$ cat src/rtl/lsu_byte_lane_ctrl.sv
// Load/store byte-lane controller: one outstanding access, per-lane byte enables,
// handshaked memory bus with timeout, and sign/zero-extended load return.
module lsu_byte_lane_ctrl #(
  parameter int DATA_W     = 32,
  parameter int ADDR_W     = 32,
  parameter int BIG_ENDIAN = 1,
  parameter int TIMEOUT    = 16
) (
  input  logic                  clk,
  input  logic                  rst,
  input  logic                  req_valid,
  output logic                  req_ready,
  input  logic                  req_wr,
  input  logic [1:0]            req_size,
  input  logic                  req_unsigned,
  input  logic [ADDR_W-1:0]     req_addr,
  input  logic [DATA_W-1:0]     req_wdata,
  output logic                  resp_valid,
  output logic [DATA_W-1:0]     resp_rdata,
  output logic [1:0]            resp_err,
  output logic [ADDR_W-1:0]     resp_badaddr,
  output logic                  mem_en,
  output logic [DATA_W/8-1:0]   mem_wen,
  output logic [ADDR_W-1:0]     mem_addr,
  output logic [DATA_W-1:0]     mem_wdata,
  input  logic [DATA_W-1:0]     mem_rdata,
  input  logic                  mem_ack
);
  localparam int NB    = DATA_W / 8;
  localparam int OFS_W = $clog2(NB);
  localparam int CNT_W = (TIMEOUT > 1) ? $clog2(TIMEOUT) : 1;

  typedef enum logic [1:0] {IDLE = 2'd0, BUS = 2'd1, RESP = 2'd2} state_t;

  state_t             state;
  logic [CNT_W-1:0]   cnt;
  logic               wr_reg;
  logic [1:0]         size_reg;
  logic               uns_reg;
  logic [ADDR_W-1:0]  addr_reg;
  logic [OFS_W-1:0]   low_lane_reg;

  logic [3:0]         size_bytes;
  logic [OFS_W-1:0]   ofs;
  logic [OFS_W-1:0]   low_lane;
  logic               illegal;
  logic [4:0]         lo5;
  logic [4:0]         hi5;
  logic [NB-1:0]      lane_mask;
  logic [DATA_W-1:0]  wdata_rep;

  always_comb begin
    size_bytes = 4'd1 << req_size;
    ofs        = req_addr[OFS_W-1:0];
    // BE slots count down from the top lane; modulo-NB arithmetic gives NB-S-k directly
    low_lane   = (BIG_ENDIAN != 0) ? (OFS_W'(0) - OFS_W'(size_bytes) - ofs) : ofs;
    illegal    = ((req_size == 2'd3) && (DATA_W == 32)) ||
                 ((req_addr[2:0] & 3'(size_bytes - 4'd1)) != 3'd0);
    lo5        = 5'(low_lane);
    hi5        = lo5 + 5'(size_bytes);
  end

  for (genvar gi = 0; gi < NB; gi++) begin : g_lane
    logic [7:0] lane_byte;
    always_comb begin
      case (req_size)
        2'd0:    lane_byte = req_wdata[7:0];
        2'd1:    lane_byte = req_wdata[8*(gi%2) +: 8];
        2'd2:    lane_byte = req_wdata[8*(gi%4) +: 8];
        default: lane_byte = req_wdata[8*(gi%8) +: 8];
      endcase
    end
    assign wdata_rep[8*gi +: 8] = lane_byte;
    assign lane_mask[gi]        = (5'(gi) >= lo5) && (5'(gi) < hi5);
  end

  logic [DATA_W-1:0] shifted;
  logic [DATA_W-1:0] keep;
  logic [DATA_W-1:0] load_ext;
  logic              sign;

  // The access always occupies a contiguous lane run starting at low_lane_reg,
  // with the most significant byte in the highest lane for both endiannesses.
  always_comb begin
    shifted = mem_rdata >> {low_lane_reg, 3'b000};
    case (size_reg)
      2'd0:    begin keep = DATA_W'(8'hFF);         sign = shifted[7];        end
      2'd1:    begin keep = DATA_W'(16'hFFFF);      sign = shifted[15];       end
      2'd2:    begin keep = DATA_W'(32'hFFFF_FFFF); sign = shifted[31];       end
      default: begin keep = '1;                     sign = shifted[DATA_W-1]; end
    endcase
    load_ext = (shifted & keep) | ((sign && !uns_reg) ? ~keep : '0);
  end

  logic timed_out;
  assign timed_out = (TIMEOUT != 0) && (cnt == CNT_W'(TIMEOUT - 1));

  always_ff @(posedge clk or posedge rst) begin
    if (rst) begin
      state        <= IDLE;
      cnt          <= '0;
      wr_reg       <= 1'b0;
      size_reg     <= 2'd0;
      uns_reg      <= 1'b0;
      addr_reg     <= '0;
      low_lane_reg <= '0;
      req_ready    <= 1'b1;
      resp_valid   <= 1'b0;
      resp_rdata   <= '0;
      resp_err     <= 2'd0;
      resp_badaddr <= '0;
      mem_en       <= 1'b0;
      mem_wen      <= '0;
      mem_addr     <= '0;
      mem_wdata    <= '0;
    end else begin
      case (state)
        IDLE: begin
          if (req_valid) begin
            req_ready    <= 1'b0;
            wr_reg       <= req_wr;
            size_reg     <= req_size;
            uns_reg      <= req_unsigned;
            addr_reg     <= req_addr;
            low_lane_reg <= low_lane;
            if (illegal) begin
              state        <= RESP;
              resp_valid   <= 1'b1;
              resp_err     <= 2'd1;
              resp_badaddr <= req_addr;
            end else begin
              state     <= BUS;
              cnt       <= '0;
              mem_en    <= 1'b1;
              mem_wen   <= req_wr ? lane_mask : '0;
              mem_addr  <= {req_addr[ADDR_W-1:OFS_W], OFS_W'(0)};
              mem_wdata <= wdata_rep;
            end
          end
        end
        BUS: begin
          if (mem_ack) begin
            state      <= RESP;
            mem_en     <= 1'b0;
            mem_wen    <= '0;
            resp_valid <= 1'b1;
            resp_rdata <= wr_reg ? '0 : load_ext;
          end else if (timed_out) begin
            state        <= RESP;
            mem_en       <= 1'b0;
            mem_wen      <= '0;
            resp_valid   <= 1'b1;
            resp_err     <= 2'd2;
            resp_badaddr <= addr_reg;
          end else begin
            cnt <= cnt + 1'b1;
          end
        end
        RESP: begin
          state        <= IDLE;
          req_ready    <= 1'b1;
          resp_valid   <= 1'b0;
          resp_rdata   <= '0;
          resp_err     <= 2'd0;
          resp_badaddr <= '0;
        end
        default: state <= IDLE;
      endcase
    end
  end
endmodule

$ cat config.mk
export PLATFORM = sky130hd
export DESIGN_NAME = lsu_byte_lane_ctrl
export DESIGN_NICKNAME = d
export VERILOG_FILES = /design/src/rtl/lsu_byte_lane_ctrl.sv
export SDC_FILE = /design/constraint.sdc
export NUM_CORES = 1
export LEC_CHECK = 0
export CAP_MARGIN = 40
export CELL_PAD_IN_SITES_DETAIL_PLACEMENT = 0
export CELL_PAD_IN_SITES_GLOBAL_PLACEMENT = 2
export CORE_MARGIN = 2
export CORE_UTILIZATION = 29
export DETAILED_ROUTE_END_ITERATION = 8
export PLACE_DENSITY = 0.91
export SYNTH_ARGS = -nofsm -noshare
export SYNTH_HDL_FRONTEND = slang
export SYNTH_SLANG_ARGS = --single-unit
$ cat constraint.sdc
create_clock -name clk -period 7.3 [get_ports clk]
set_input_delay 1.095 -clock clk [delete_from_list [all_inputs] [get_ports clk]]
set_output_delay 1.095 -clock clk [all_outputs]
set_load 0.005 [all_outputs]
* After elaboration in Yosys (flattened, before gate mapping)
Index checks and enable logic that the tools add are counted.
** Word-level totals
- Bits in registers :: 179
- Output and inout port bits :: 137
** Operators by class
- $add $sub $neg :: 5
- Order comparisons :: 8
- Equal/unequal tests :: 14
- Shift operators :: 2
- Muxes and demuxes :: 46
- Bitwise operators :: 5
- Reduce and logical (&&, ||, !) cells :: 25
** Operator list (number)
- $mux W32 :: 7
- $pmux W32 S2 :: 2
- $pmux W32 S3 :: 1
- $mux W4 :: 9
- $and A32 B32 Y32 :: 1
- $not A32 Y32 :: 1
- $or A32 B32 Y32 :: 1
- $shr A32 B5 Y32 :: 1
- $mux W8 :: 2
- $pmux W4 S2 :: 2
- $pmux W8 S2 :: 1
- $mux W2 :: 7
- $ne A2 B2 Y1 const B :: 7
- $lt A1 B5 Y1 const A :: 2
- $lt A2 B5 Y1 const A :: 2
- $reduce_and A5 Y1 :: 2
- $mux W1 :: 9
- $reduce_and A2 Y1 :: 4
- $reduce_and A4 Y1 :: 2
- $eq A2 B1 Y1 const B :: 3
- $logic_not A2 Y1 :: 3
- $pmux W1 S2 :: 3
- $pmux W2 S3 :: 1
- $reduce_bool A2 Y1 :: 3
- other kinds (21) :: 29

* Logic depth before layout (Yosys ltp)
Gate-level depths: netlist of run 1.
- Depth after elaboration :: 10
- Depth in mapped cells :: 10

* Worst setup path before layout of run 1
No wires, ideal clock.
- Kind :: input-to-reg
- Start :: in req_size[0]
- End :: reg mem_wen[0]
- Library setup time :: 0.122 ns
- Data arrival time :: 3.353 ns
- Path slack :: 3.826 ns
- Stages :: 10
- Path buffers :: 1
- Path through :: or2_2 > clkbuf_1 > ha_1 > xnor2_1 > xnor2_1 > ha_1 > a211oi_1 > a21o_1 > nand3_1 > a32o_1
** On the way
- Word-level cells in the longest chain between the ends :: 10
- Elaborated cells on any way between the ends :: 18
- Those cells by class :: 4 x add/sub; 2 x order compare; 2 x eq/ne; 1 x shift; 4 x mux; 1 x bitwise; 4 x reduce/logical
** Ends and longest elaborated chain
- from (decl) :: line 14 : input logic [1:0] req_size,
- $shl A1 B2 Y4 * :: line 53 : size_bytes = 4'd1 << req_size;
- $sub A1 B2 Y2 * :: line 56 : low_lane = (BIG_ENDIAN != 0) ? (OFS_W'(0) - OFS_W'(size_bytes) - ofs) : ofs;
- $sub A2 B2 Y2 * :: line 56
- via low_lane[1] :: line 45 : logic [OFS_W-1:0] low_lane;
- $add A2 B4 Y5 :: line 60 : hi5 = lo5 + 5'(size_bytes);
- $lt A1 B5 Y1 :: line 74 : assign lane_mask[gi] = (5'(gi) >= lo5) && (5'(gi) < hi5);
- $logic_and A1 B1 Y1 * :: line 74
- $mux W4 * :: line 135 : mem_wen <= req_wr ? lane_mask : '0;
- $mux W4 * :: line 126 : if (illegal) begin
- $mux W4 * :: line 119 : if (req_valid) begin
- $pmux W4 S2 * :: line 117 : case (state)
- to (signal assigned) :: line 135
- to (decl) :: line 23 : output logic [DATA_W/8-1:0] mem_wen,
The timed path passes the listed nets; every way through them passes the cells marked *. The select of a mux whose other input is x is not followed.
A chain may end at the register's enable or synchronous reset.

* Final worst setup path of run 1
Same ends and word-level chain as after synthesis.

==> implementation parameters, run 1 <==
Parameter                              Value

Synth
  Combinational family with the most area after synthesis ... compound AO/OA/AOI/OAI gates
  Leading cell type by number of instances after synthesis ... dfrtp_1
  Most used flip-flop cell after synthesis ... dfrtp_1
  Fraction of registers with async set/reset ... 100%
  Post-synth top area cell ... dfrtp_1
  Share of synthesized area spent on multiplexers ... 11.6%
  Top cells by area in the synthesized netlist ... dfrtp_1, o21ai_0, mux2_2
  Most instantiated cells after synthesis ... dfrtp_1, o21ai_0, nand2_1, mux2_2, inv_1
  Yosys top cell area share ... 54.4%
  Total of flip-flops plus latches after synthesis ... 179
  Arithmetic-cell share of the synthesized area counting full adders, half adders and majority gates ... 1.38%
  Count of flip-flops with a built-in enable after synthesis ... 0
  Cells after synthesis ... 806
  Cell Area, Synth ... 8190 µm²
  Parity-gate share of the synthesized area counting xor and xnor cells ... 0.321%
  Mean post-synth cell area ... 10.2 µm²
  Count of distinct cell types in the synthesized netlist ... 47
  Synthesized-area fraction occupied by and/or/nand/nor cells ... 11.2%
  Count of warnings emitted by yosys ... 0
  Compound-cell area share of the yosys netlist ... 15.5%
  Share of the yosys chip area belonging to registers ... 54.7%

Clocking
  Clock insertion delay at the later pin of the skew report ... 430 ps
  H-tree lvl count ... 4
  Maximum clock insertion buffer count ... 2
  Root buffer cell ... clkbuf_16
  Clock tree from TritonCTS ... done
  TritonCTS Sinks ... 179
  Cts bufs inserted ... 17
  Number of instances resized during post-cts repair ... 0
  Hold Buf Count CTS ... 0
  Clock transition time at the flip-flop clock pins of the worst setup and hold paths ... 70 ps
  Post CTS Setup Buffer Count ... 0

Die
  Number of top-level design ports ... 241
  Number of rows in the core area ... 61
  Vert. Die Dim ... 172 µm
  Initial core utilization ... 29.5%
  Width of the die ... 172 µm
  Area of the core ... 27800 µm²
  DIE AREA ... 29600 µm²

STA
  Number of setup violations in the final report ... 0
  Pins over their slew limit ... 0
  Setup Total Neg Slack ... 0 ps
  Highest clock frequency the design can meet ... 243 MHz
  Slew of the pin with the lowest slew margin ... 815 ps
  Final hold viol count ... 0
  RSZ-0062 raised after global routing ... false
  Hold Slack ... 478 ps
  Relative slew slack ... 45.7%
  Minimum clock period after layout ... 4110 ps
  Worst Skew ... 11.7 ps
  Ratio of final minimum period to clock period ... 56.4%

Critical path
  Arrival time of the worst setup path ... 4430 ps
  Critical Setup Path Class ... primary input to flop
  Kind of start point of the critical path ... primary input
  Worst Path Required ... 7610 ps
  Length in cells of the worst reg-to-reg path ... 6
  Worst path slowest cell ... clkdlybuf4s50_1
  Launch instance of the worst register-to-register path ... state[1]
  Largest fanout of any net on the critical path ... 15
  CP peak stage delay ... 810 ps
  Crit path capture type ... flop
  Worst path cell trace ... clkdlybuf4s50_1 > or2_2 > ha_1 > xnor2_1 > xnor2_1 > ha_1 > a211oi_1 > a21o_1 > nand3_1 > a32o_1
  Beginning of the critical path ... req_size[0]

Worst hold path
  HP Start ... resp_rdata[14]
  Type of the most critical hold path ... flop to flop
  Hold path cells ... 2

Power
  Leak pwr ... 5.15 nW
  Clock power share ... 21.3%
  Total power density per cell area ... 369 nW/µm²
  Part of the power in combinational logic ... 40.8%
  Net switching share of the total power ... 33.7%
  Peak ir drop on the vdd network ... 0.148 mV
  Total net switching power ... 1.44 mW
  Internal power ... 2.83 mW
  Sequential cell fraction of total power ... 37.9%

Cells and area
  Multi-input combinational cell area ... 3310 µm²
  Seq. cell area ... 4480 µm²
  Ant diodes ... 0
  Filler Cells Inserted ... 2755
  Nets ... 1131
  Area growth from synthesis to layout ... 41.3%
  Ratio of cells with drive above 1 in the final layout ... 9.81%

Global routing
  Global-route wire length before repair ... 36200 µm
  Combined global-route utilization of all metal layers ... 15.8%
  Largest net degree at the start of global routing ... 114
  Via count of the first global-routing pass ... 6510
  Congestion Overflow GR ... 0
  Number of antenna violations at the first check in global routing ... 0

Run status
  Run status ... finished clean

Drt
  Via count ... 6514
  Overall routed net length ... 22900 µm
  DRT antenna net count ... 0
  Per-cell routed wire length ... 16.3 µm
  Number of design-rule violations left by the first detailed-router iteration ... 343
  Post-DR vias/cell ... 4.63
  Drt pass-1 iters ... 4
  Total DRC errors in the routed layout ... 0

Place
  Final weighted congestion in routability-driven placement ... 0.736
  Count of buffers inserted at the top-level ports ... 238
  HPWL after DPL ... 15800 µm

Job
  Max-cap check violation count ... 0
==> path summary, 6_finish.rpt <==
kind / endpoint / slack [ps]
min in group asynchronous: mem_addr[10] / 1200
worst max-delay path: mem_wen[0] / 3190
max in group asynchronous: resp_rdata[24] / 4830
worst min-delay path: resp_rdata[14] / 480
worst max register to register: resp_rdata[24] / 4440
worst min register to register: resp_rdata[14] / 480
==> layout make-up <==
cell class,count,area share [%]
well taps,378,4.09
clock inverters,12,1.07
repair buffers,250,22.1
clock buffers,19,3.83
multi-input cells,526,28.7
inverters,44,1.49
flip-flops and latches,179,38.7
==> layout by cell type, fill, tap and decap left out, drive strengths merged, types with 13 or more instances in the layout <==
| master | count |
|---|---|
| a21oi | 13 |
| inv | 49 |
| nand3 | 37 |
| a221o | 17 |
| mux2 | 45 |
| nor2 | 26 |
| mux2i | 42 |
| dfrtp | 178 |
| o21ai | 139 |
| clkbuf | 19 |
| clkdlybuf4s50 | 238 |
| nand2 | 133 |
==> through the flow <==
step / instance area, µm² / total power [mW] / cells / util (%) / setup WS (ps)
floorplan: 8190 / 2.47 / 807 / - / 1350
global placement: 10900 / 3.33 / 1371 / 39.1 / 2510
detailed placement: 11000 / 3.41 / 1377 / 39.6 / 2770
CTS: 11600 / 4.34 / 1408 / 41.6 / 3190
global route: 11600 / 4.60 / 1408 / 41.6 / 2960
finish: 11600 / 4.27 / 1408 / 41.6 / 3190
==> worst max-delay path: cells and delay by family <==
family,cells,cell delay [ps]
buf+inv,1,810
simple gates,2,750
xor+xnor,2,450
compound gates,3,740
fa+ha+maj,2,580
==> per-layer routing <==
| metal | wire [µm] | track usage, % | vias to the layer above | share of wire [%] |
|---|---|---|---|---|
| met1 | 10500 | 21.1 | 3121 | 46 |
| li1 | - | - | 3200 | - |
| met4 | 188 | 3.98 | 0 | 0.82 |
| met5 | 0 | 0 | - | 0 |
| met3 | 1700 | 4.83 | 12 | 7.4 |
| met2 | 10500 | 24.9 | 181 | 46 |
==> power groups by stage <==
stage | Sequential [mW] | Clock, mW | Combinational (mW)
floorplan | 1.61 | 0 | 0.865
global placement | 1.63 | 0 | 1.71
detailed placement | 1.63 | 0 | 1.78
CTS | 1.62 | 0.939 | 1.78
global route | 1.67 | 0.979 | 1.95
finish | 1.62 | 0.909 | 1.74
==> cells by family (layout without fill, tap and decap cells) <==
family | after synthesis | after routing
AOI/OAI and AO/OA | 208 | 208
xor gates and xnor gates | 3 | 3
adders and majority gates | 9 | 9
buffers and inverters | 102 | 325
DFF | 179 | 179
muxes | 88 | 88
other | 1 | 2
and+or+nand+nor | 216 | 216
(Power assumes the default switching activity.)
==> inputs of run 2 (changes only) <==
clock period = 4.2 ns   (was 7.3 ns; I/O delays follow)
==> run 2 against run 1 <==
Net effect: largest cell class unchanged; cell area up 0.25%; critical path depth is the same; critical path type unchanged; highest routed layer unchanged; cell count grew 0.21%; via count rose by 2.3%.
==> implementation parameters, run 2 (synthesis results as in run 1) <==
Parameter                              Value

Run status
  Run status ... finished clean (unchanged)

Global routing
  Via count of the first global-routing pass ... 6646 (was 6510)
  Combined global-route utilization of all metal layers ... 15.9% (was 15.8%)
  Global-route wire length before repair ... 36600 µm (was 36200 µm)
  Largest net degree at the start of global routing ... 69 (was 114)
  Congestion Overflow GR ... 0 (unchanged)
  Number of antenna violations at the first check in global routing ... 0 (unchanged)

STA
  Final hold viol count ... 0 (unchanged)
  Number of setup violations in the final report ... 0 (unchanged)
  Ratio of final minimum period to clock period ... 76.6%
  Relative slew slack ... 39.1% (was 45.7%)
  Minimum clock period after layout ... 3220 ps
  Pins over their slew limit ... 0 (unchanged)
  Highest clock frequency the design can meet ... 311 MHz
  Slew of the pin with the lowest slew margin ... 913 ps (was 815 ps)
  Worst Skew ... 18.1 ps (was 11.7 ps)
  Setup Total Neg Slack ... 0 ps (unchanged)
  RSZ-0062 raised after global routing ... false (unchanged)

Critical path
  Arrival time of the worst setup path ... 3530 ps (was 4430 ps)
  Crit path capture type ... flop (unchanged)
  Largest fanout of any net on the critical path ... 13 (was 15)
  Worst Path Required ... 4520 ps (was 7610 ps)
  Kind of start point of the critical path ... primary input (unchanged)
  Critical Setup Path Class ... primary input to flop (unchanged)
  Worst path slowest cell ... clkdlybuf4s50_1 (unchanged)
  Worst path cell trace ... clkdlybuf4s50_1 > or2_2 > ha_1 > xnor2_1 > xnor2_1 > ha_1 > a211oi_1 > a21o_1 > nand3_1 > a32o_1 (unchanged)
  CP peak stage delay ... 550 ps (was 810 ps)

Drt
  Overall routed net length ... 23500 µm (was 22900 µm)
  Number of design-rule violations left by the first detailed-router iteration ... 377 (was 343)
  DRT antenna net count ... 0 (unchanged)
  Via count ... 6663 (was 6514)
  Per-cell routed wire length ... 16.6 µm (was 16.3 µm)
  Drt pass-1 iters ... 4 (unchanged)
  Total DRC errors in the routed layout ... 0 (unchanged)
  Post-DR vias/cell ... 4.72 (was 4.63)

Power
  Peak ir drop on the vdd network ... 0.254 mV (was 0.148 mV)
  Leak pwr ... 5.16 nW (was 5.15 nW)
  Total power density per cell area ... 645 nW/µm² (was 369 nW/µm²)

Cells and area
  Most common cell after layout, fill and taps aside ... clkdlybuf4s50_1 (unchanged)
  Filler Cells Inserted ... 2693 (was 2755)
  Ratio of cells with drive above 1 in the final layout ... 10.2% (was 9.81%)
  Ant diodes ... 0 (unchanged)
  Final Util ... 41.7% (was 41.6%)
  Seq. cell area ... 4480 µm² (unchanged)
  Leading cell types in the layout, fill and taps excluded ... clkdlybuf4s50_1, dfrtp_1, o21ai_0 (unchanged)
  Nets ... 1133 (was 1131)
  Multi-input combinational cell area ... 3310 µm² (unchanged)
  Area growth from synthesis to layout ... 41.6% (was 41.3%)

Die
  Number of rows in the core area ... 61 (unchanged)
  Initial core utilization ... 29.5% (unchanged)
  Vert. Die Dim ... 172 µm (unchanged)
  DIE AREA ... 29600 µm² (unchanged)
  Number of top-level design ports ... 241 (unchanged)
  Area of the core ... 27800 µm² (unchanged)
  Width of the die ... 172 µm (unchanged)

Clocking
  Clock tree from TritonCTS ... done (unchanged)
  Post CTS Setup Buffer Count ... 0 (unchanged)
  Cts bufs inserted ... 17 (unchanged)
  Hold Buf Count CTS ... 0 (unchanged)
  Maximum clock insertion buffer count ... 2 (unchanged)
  Number of instances resized during post-cts repair ... 0 (unchanged)
  Clock insertion delay at the later pin of the skew report ... 430 ps (about the same)
  TritonCTS Sinks ... 179 (unchanged)
  H-tree lvl count ... 4 (unchanged)
  Clock transition time at the flip-flop clock pins of the worst setup and hold paths ... 90 ps (was 70 ps)
  Root buffer cell ... clkbuf_16 (unchanged)

Job
  Max-cap check violation count ... 0 (unchanged)

Place
  Count of buffers inserted at the top-level ports ... 238 (unchanged)
  Final weighted congestion in routability-driven placement ... 0.746 (was 0.736)
  HPWL after DPL ... 16100 µm (was 15800 µm)

Worst hold path
  Type of the most critical hold path ... primary input to async pin (was flop to flop)
## run 2: cell count changes in the layout (fill, tap and decap cells not counted), sizes merged
cell / change
bufinv: -1
inv: +2
clkinvlp: +3
buf: +2
clkinv: -1
clkbuf: -2
## run 2: final timing paths
| kind | start | to | slack (ps) | depth (start not counted) |
|---|---|---|---|---|
| setup / recovery | req_size[1] | mem_wen[0] | 980 | 10 |
| hold / removal | rst | mem_addr[10] | 450 | 2 |
| setup reg to reg | state[0] | resp_rdata[31] | 1600 | 7 |
| hold reg to reg | resp_rdata[8] | resp_rdata[8] | 480 | 2 |
| max in group asynchronous | rst | mem_wdata[11] | 2880 | 3 |
| min in group clk | resp_rdata[8] | resp_rdata[8] | 480 | 2 |
## run 2: through the flow
stage / hold WS [ps] / instance area, µm² / setup slack, ps / instances / total power [mW]
final: 447 / 11600 / 983 / 1411 / 7.47
after global routing: 437 / 11600 / 812 / 1411 / 8.02
after CTS: 428 / 11600 / 1020 / 1411 / 7.60
after detailed placement: 467 / 11000 / 547 / 1379 / 5.94
after global placement: 461 / 11000 / 588 / 1378 / 5.85
after floorplan: 449 / 8190 / 1190 / 807 / 4.30
## run 2: per-layer routing
layer	share of wire, %	wire, µm	track usage [%]
met1	47	11000	21.3
met2	45	10600	25.4
met3	6.9	1630	4.44
met4	1.1	261	4.27
met5	0	0	0
## run 2: cell type report
type	instances	share of cell area, %
Tap cell	378	4.08
Timing Repair Buffer	252	22.2
Clock inverter	15	1.39
Clock buffer	17	3.67
Inverter	44	1.46
Multi-Input combinational cell	526	28.6
Sequential cell	179	38.6
## run 2: worst max-delay path, delay by kind of cell
kind / cells / cell delay [ps]
buffers and inverters: 1 / 550
AND/OR/NAND/NOR: 2 / 600
XOR/XNOR: 2 / 430
AO/OA/AOI/OAI: 3 / 750
adder cells (fa/ha/maj): 2 / 570
## run 2: power breakdown
| group | internal (mW) | total (mW) | switching, mW |
|---|---|---|---|
| Clock | 0.802 | 1.61 | 0.805 |
| Combinational | 1.66 | 3.05 | 1.39 |
| Sequential | 2.40 | 2.82 | 0.412 |
| Total | 4.87 | 7.47 | 2.61 |
==> inputs of run 3 (changes only) <==
CORE_UTILIZATION = 26   (was 29)
PLACE_DENSITY = 0.87   (was 0.91)
clock period = 2.95 ns   (was 4.2 ns; I/O delays follow)
==> run 3 against run 2 <==
Net effect: global-route usage fell by 0.95 points; setup slack got worse by 600 ps; critical path depth did not move; clock skew fell by 6.3 ps; wire length rose by 3.2%; cell area rose by 1.2%; critical path type unchanged; largest power group unchanged; highest routed layer unchanged.
==> implementation parameters, run 3 (synthesis results as in run 1) <==
Parameter                              Value

Global routing
  Fraction of met3 tracks used by global routing ... 4.55% (was 4.44%)
  Number of antenna violations at the first check in global routing ... 0 (unchanged)
  Combined global-route utilization of all metal layers ... 15.0% (was 15.9%)
  Largest net degree at the start of global routing ... 114 (was 69)
  Global-route wire length before repair ... 39000 µm (was 36600 µm)
  Congestion Overflow GR ... 0 (unchanged)
  Via count of the first global-routing pass ... 6906 (was 6646)
  Global routing met2 resource utilization ... 23.6% (was 25.4%)
  GR met1 Demand/Resource ... 20.0% (was 21.3%)
  Most used routing layer in global routing ... met2 (unchanged)

Cells and area
  Nets ... 1150 (was 1133)
  Seq. cell area ... 4480 µm² (unchanged)
  Filler Cells Inserted ... 3096 (was 2693)
  Area growth from synthesis to layout ... 43.3% (was 41.6%)
  Design area ... 11700 µm² (was 11600 µm²)
  Most common cell after layout, fill and taps aside ... clkdlybuf4s50_1 (unchanged)
  Multi-input combinational cell area ... 3310 µm² (unchanged)
  Ant diodes ... 0 (unchanged)
  Leading cell types in the layout, fill and taps excluded ... clkdlybuf4s50_1, dfrtp_1, o21ai_0 (unchanged)
  Ratio of cells with drive above 1 in the final layout ... 11.6% (was 10.2%)

Drt
  Via count ... 6634 (was 6663)
  Number of design-rule violations left by the first detailed-router iteration ... 300 (was 377)
  Post-DR vias/cell ... 4.59 (was 4.72)
  Drt pass-1 iters ... 4 (unchanged)
  Total DRC errors in the routed layout ... 0 (unchanged)
  Overall routed net length ... 24300 µm (was 23500 µm)
  Per-cell routed wire length ... 16.8 µm (was 16.6 µm)
  DRT antenna net count ... 0 (unchanged)

Clocking
  TritonCTS Sinks ... 179 (unchanged)
  Clock transition time at the flip-flop clock pins of the worst setup and hold paths ... 80 ps (was 90 ps)
  H-tree lvl count ... 4 (unchanged)
  Clock insertion delay at the later pin of the skew report ... 430 ps (about the same)
  Post CTS Setup Buffer Count ... 0 (unchanged)
  Maximum clock insertion buffer count ... 2 (unchanged)
  Clock tree from TritonCTS ... done (unchanged)
  Hold Buf Count CTS ... 0 (unchanged)
  Root buffer cell ... clkbuf_16 (unchanged)
  Number of instances resized during post-cts repair ... 0 (unchanged)
  Cts bufs inserted ... 17 (unchanged)

Critical path
  Largest fanout of any net on the critical path ... 4 (was 13)
  Worst Path Required ... 3270 ps (was 4520 ps)
  Crit path capture type ... flop (unchanged)
  Arrival time of the worst setup path ... 2890 ps (was 3530 ps)
  Critical Setup Path Class ... primary input to flop (unchanged)
  Worst-case register-to-register setup slack ... 650 ps (was 1600 ps)
  Kind of start point of the critical path ... primary input (unchanged)

Power
  Sequential cell fraction of total power ... 37.5% (was 37.7%)
  Net switching share of the total power ... 34.6% (was 34.9%)
  Clock power share ... 21.5% (about the same)
  Overall Power ... 10.6 mW (was 7.47 mW)
  Total power density per cell area ... 905 nW/µm² (was 645 nW/µm²)
  Total net switching power ... 3.68 mW (was 2.61 mW)
  Part of the power in combinational logic ... 41.1% (was 40.8%)
  Peak ir drop on the vdd network ... 0.468 mV (was 0.254 mV)
  Internal power ... 6.94 mW (was 4.87 mW)
  Leak pwr ... 5.24 nW (was 5.16 nW)

STA
  Ratio of final minimum period to clock period ... 87.1%
  Relative slew slack ... 51.4% (was 39.1%)
  RSZ-0062 raised after global routing ... false (unchanged)
  Highest clock frequency the design can meet ... 389 MHz
  Minimum clock period after layout ... 2570 ps
  Number of setup violations in the final report ... 0 (unchanged)
  Pins over their slew limit ... 0 (unchanged)
  Slew of the pin with the lowest slew margin ... 727 ps (was 913 ps)
  Setup Total Neg Slack ... 0 ps (unchanged)
  Hold Slack ... 392 ps (was 447 ps)
  Worst Skew ... 11.8 ps (was 18.1 ps)
  Final hold viol count ... 0 (unchanged)

Die
  Area of the core ... 30800 µm² (was 27800 µm²)
  Width of the die ... 181 µm (was 172 µm)
  Number of top-level design ports ... 241 (unchanged)
  Number of rows in the core area ... 64 (was 61)
  Vert. Die Dim ... 181 µm (was 172 µm)
  DIE AREA ... 32900 µm² (was 29600 µm²)
  Initial core utilization ... 26.6% (was 29.5%)

Place
  Cell area reported after detailed placement ... 11200 µm² (was 11000 µm²)
  Final weighted congestion in routability-driven placement ... 0.776 (was 0.746)
  HPWL after DPL ... 16600 µm (was 16100 µm)
  Count of buffers inserted at the top-level ports ... 238 (unchanged)

Worst hold path
  Type of the most critical hold path ... primary input to async pin (unchanged)

Job
  Max-cap check violation count ... 0 (unchanged)

Run status
  Run status ... finished clean (unchanged)
-- run 3: changes by cell type in the layout (fill, tap and decap cells not counted), sizes merged --
cell,change
buf,+17
clkinvlp,-1
clkbuf,+1
-- run 3: worst paths after layout --
check,cells after the start,endpoint,start
worst max-delay path,10,mem_wen[0],req_size[0]
worst min-delay path,3,mem_addr[11],rst
worst max register to register,6,cnt[3],state[1]
worst min register to register,2,mem_addr[29],mem_addr[29]
max in group asynchronous,3,resp_rdata[23],rst
min in group clk,2,mem_addr[29],mem_addr[29]
-- run 3: critical path: stages --
cell and delay, ps:
clkdlybuf4s50_1 420, or2_2 350, ha_1 220, xnor2_1 190
xnor2_1 180, ha_1 280, a211oi_1 310, a21o_1 160
nand3_1 80, a32o_1 260
-- run 3: power by group through the flow --
| stage | clock, mW | combinational, mW | sequential [mW] |
|---|---|---|---|
| after floorplan | 0 | 2.14 | 3.98 |
| after global placement | 0 | 4.38 | 4.01 |
| after detailed placement | 0 | 4.44 | 4.02 |
| after CTS | 2.36 | 4.45 | 4.00 |
| after global routing | 2.45 | 4.85 | 4.12 |
| final | 2.28 | 4.36 | 3.98 |
-- run 3: final cells by class --
cell class / count / area share [%]
multi-input cells: 526 / 28.3
inverters: 44 / 1.44
flip-flops and latches: 179 / 38.2
repair buffers: 269 / 23.0
clock inverters: 14 / 1.15
clock buffers: 18 / 3.74
well taps: 396 / 4.22
-- run 3: per-layer routing --
| metal | vias up | share of wire (%) | wire (µm) |
|---|---|---|---|
| met4 | 0 | 1.2 | 295 |
| li1 | 3245 | - | - |
| met3 | 19 | 6.6 | 1600 |
| met1 | 3188 | 47 | 11400 |
| met5 | - | 0 | 0 |
| met2 | 182 | 45 | 11000 |
-- run 3: through the flow --
stage | setup slack, ps | cells | utilization (%)
after floorplan | 128 | 807 | -
after global placement | 3.26 | 1413 | 36.1
after detailed placement | -53.6 | 1414 | 36.2
after CTS | 389 | 1446 | 38.1
after global routing | 178 | 1446 | 38.1
final | 380 | 1446 | 38.1
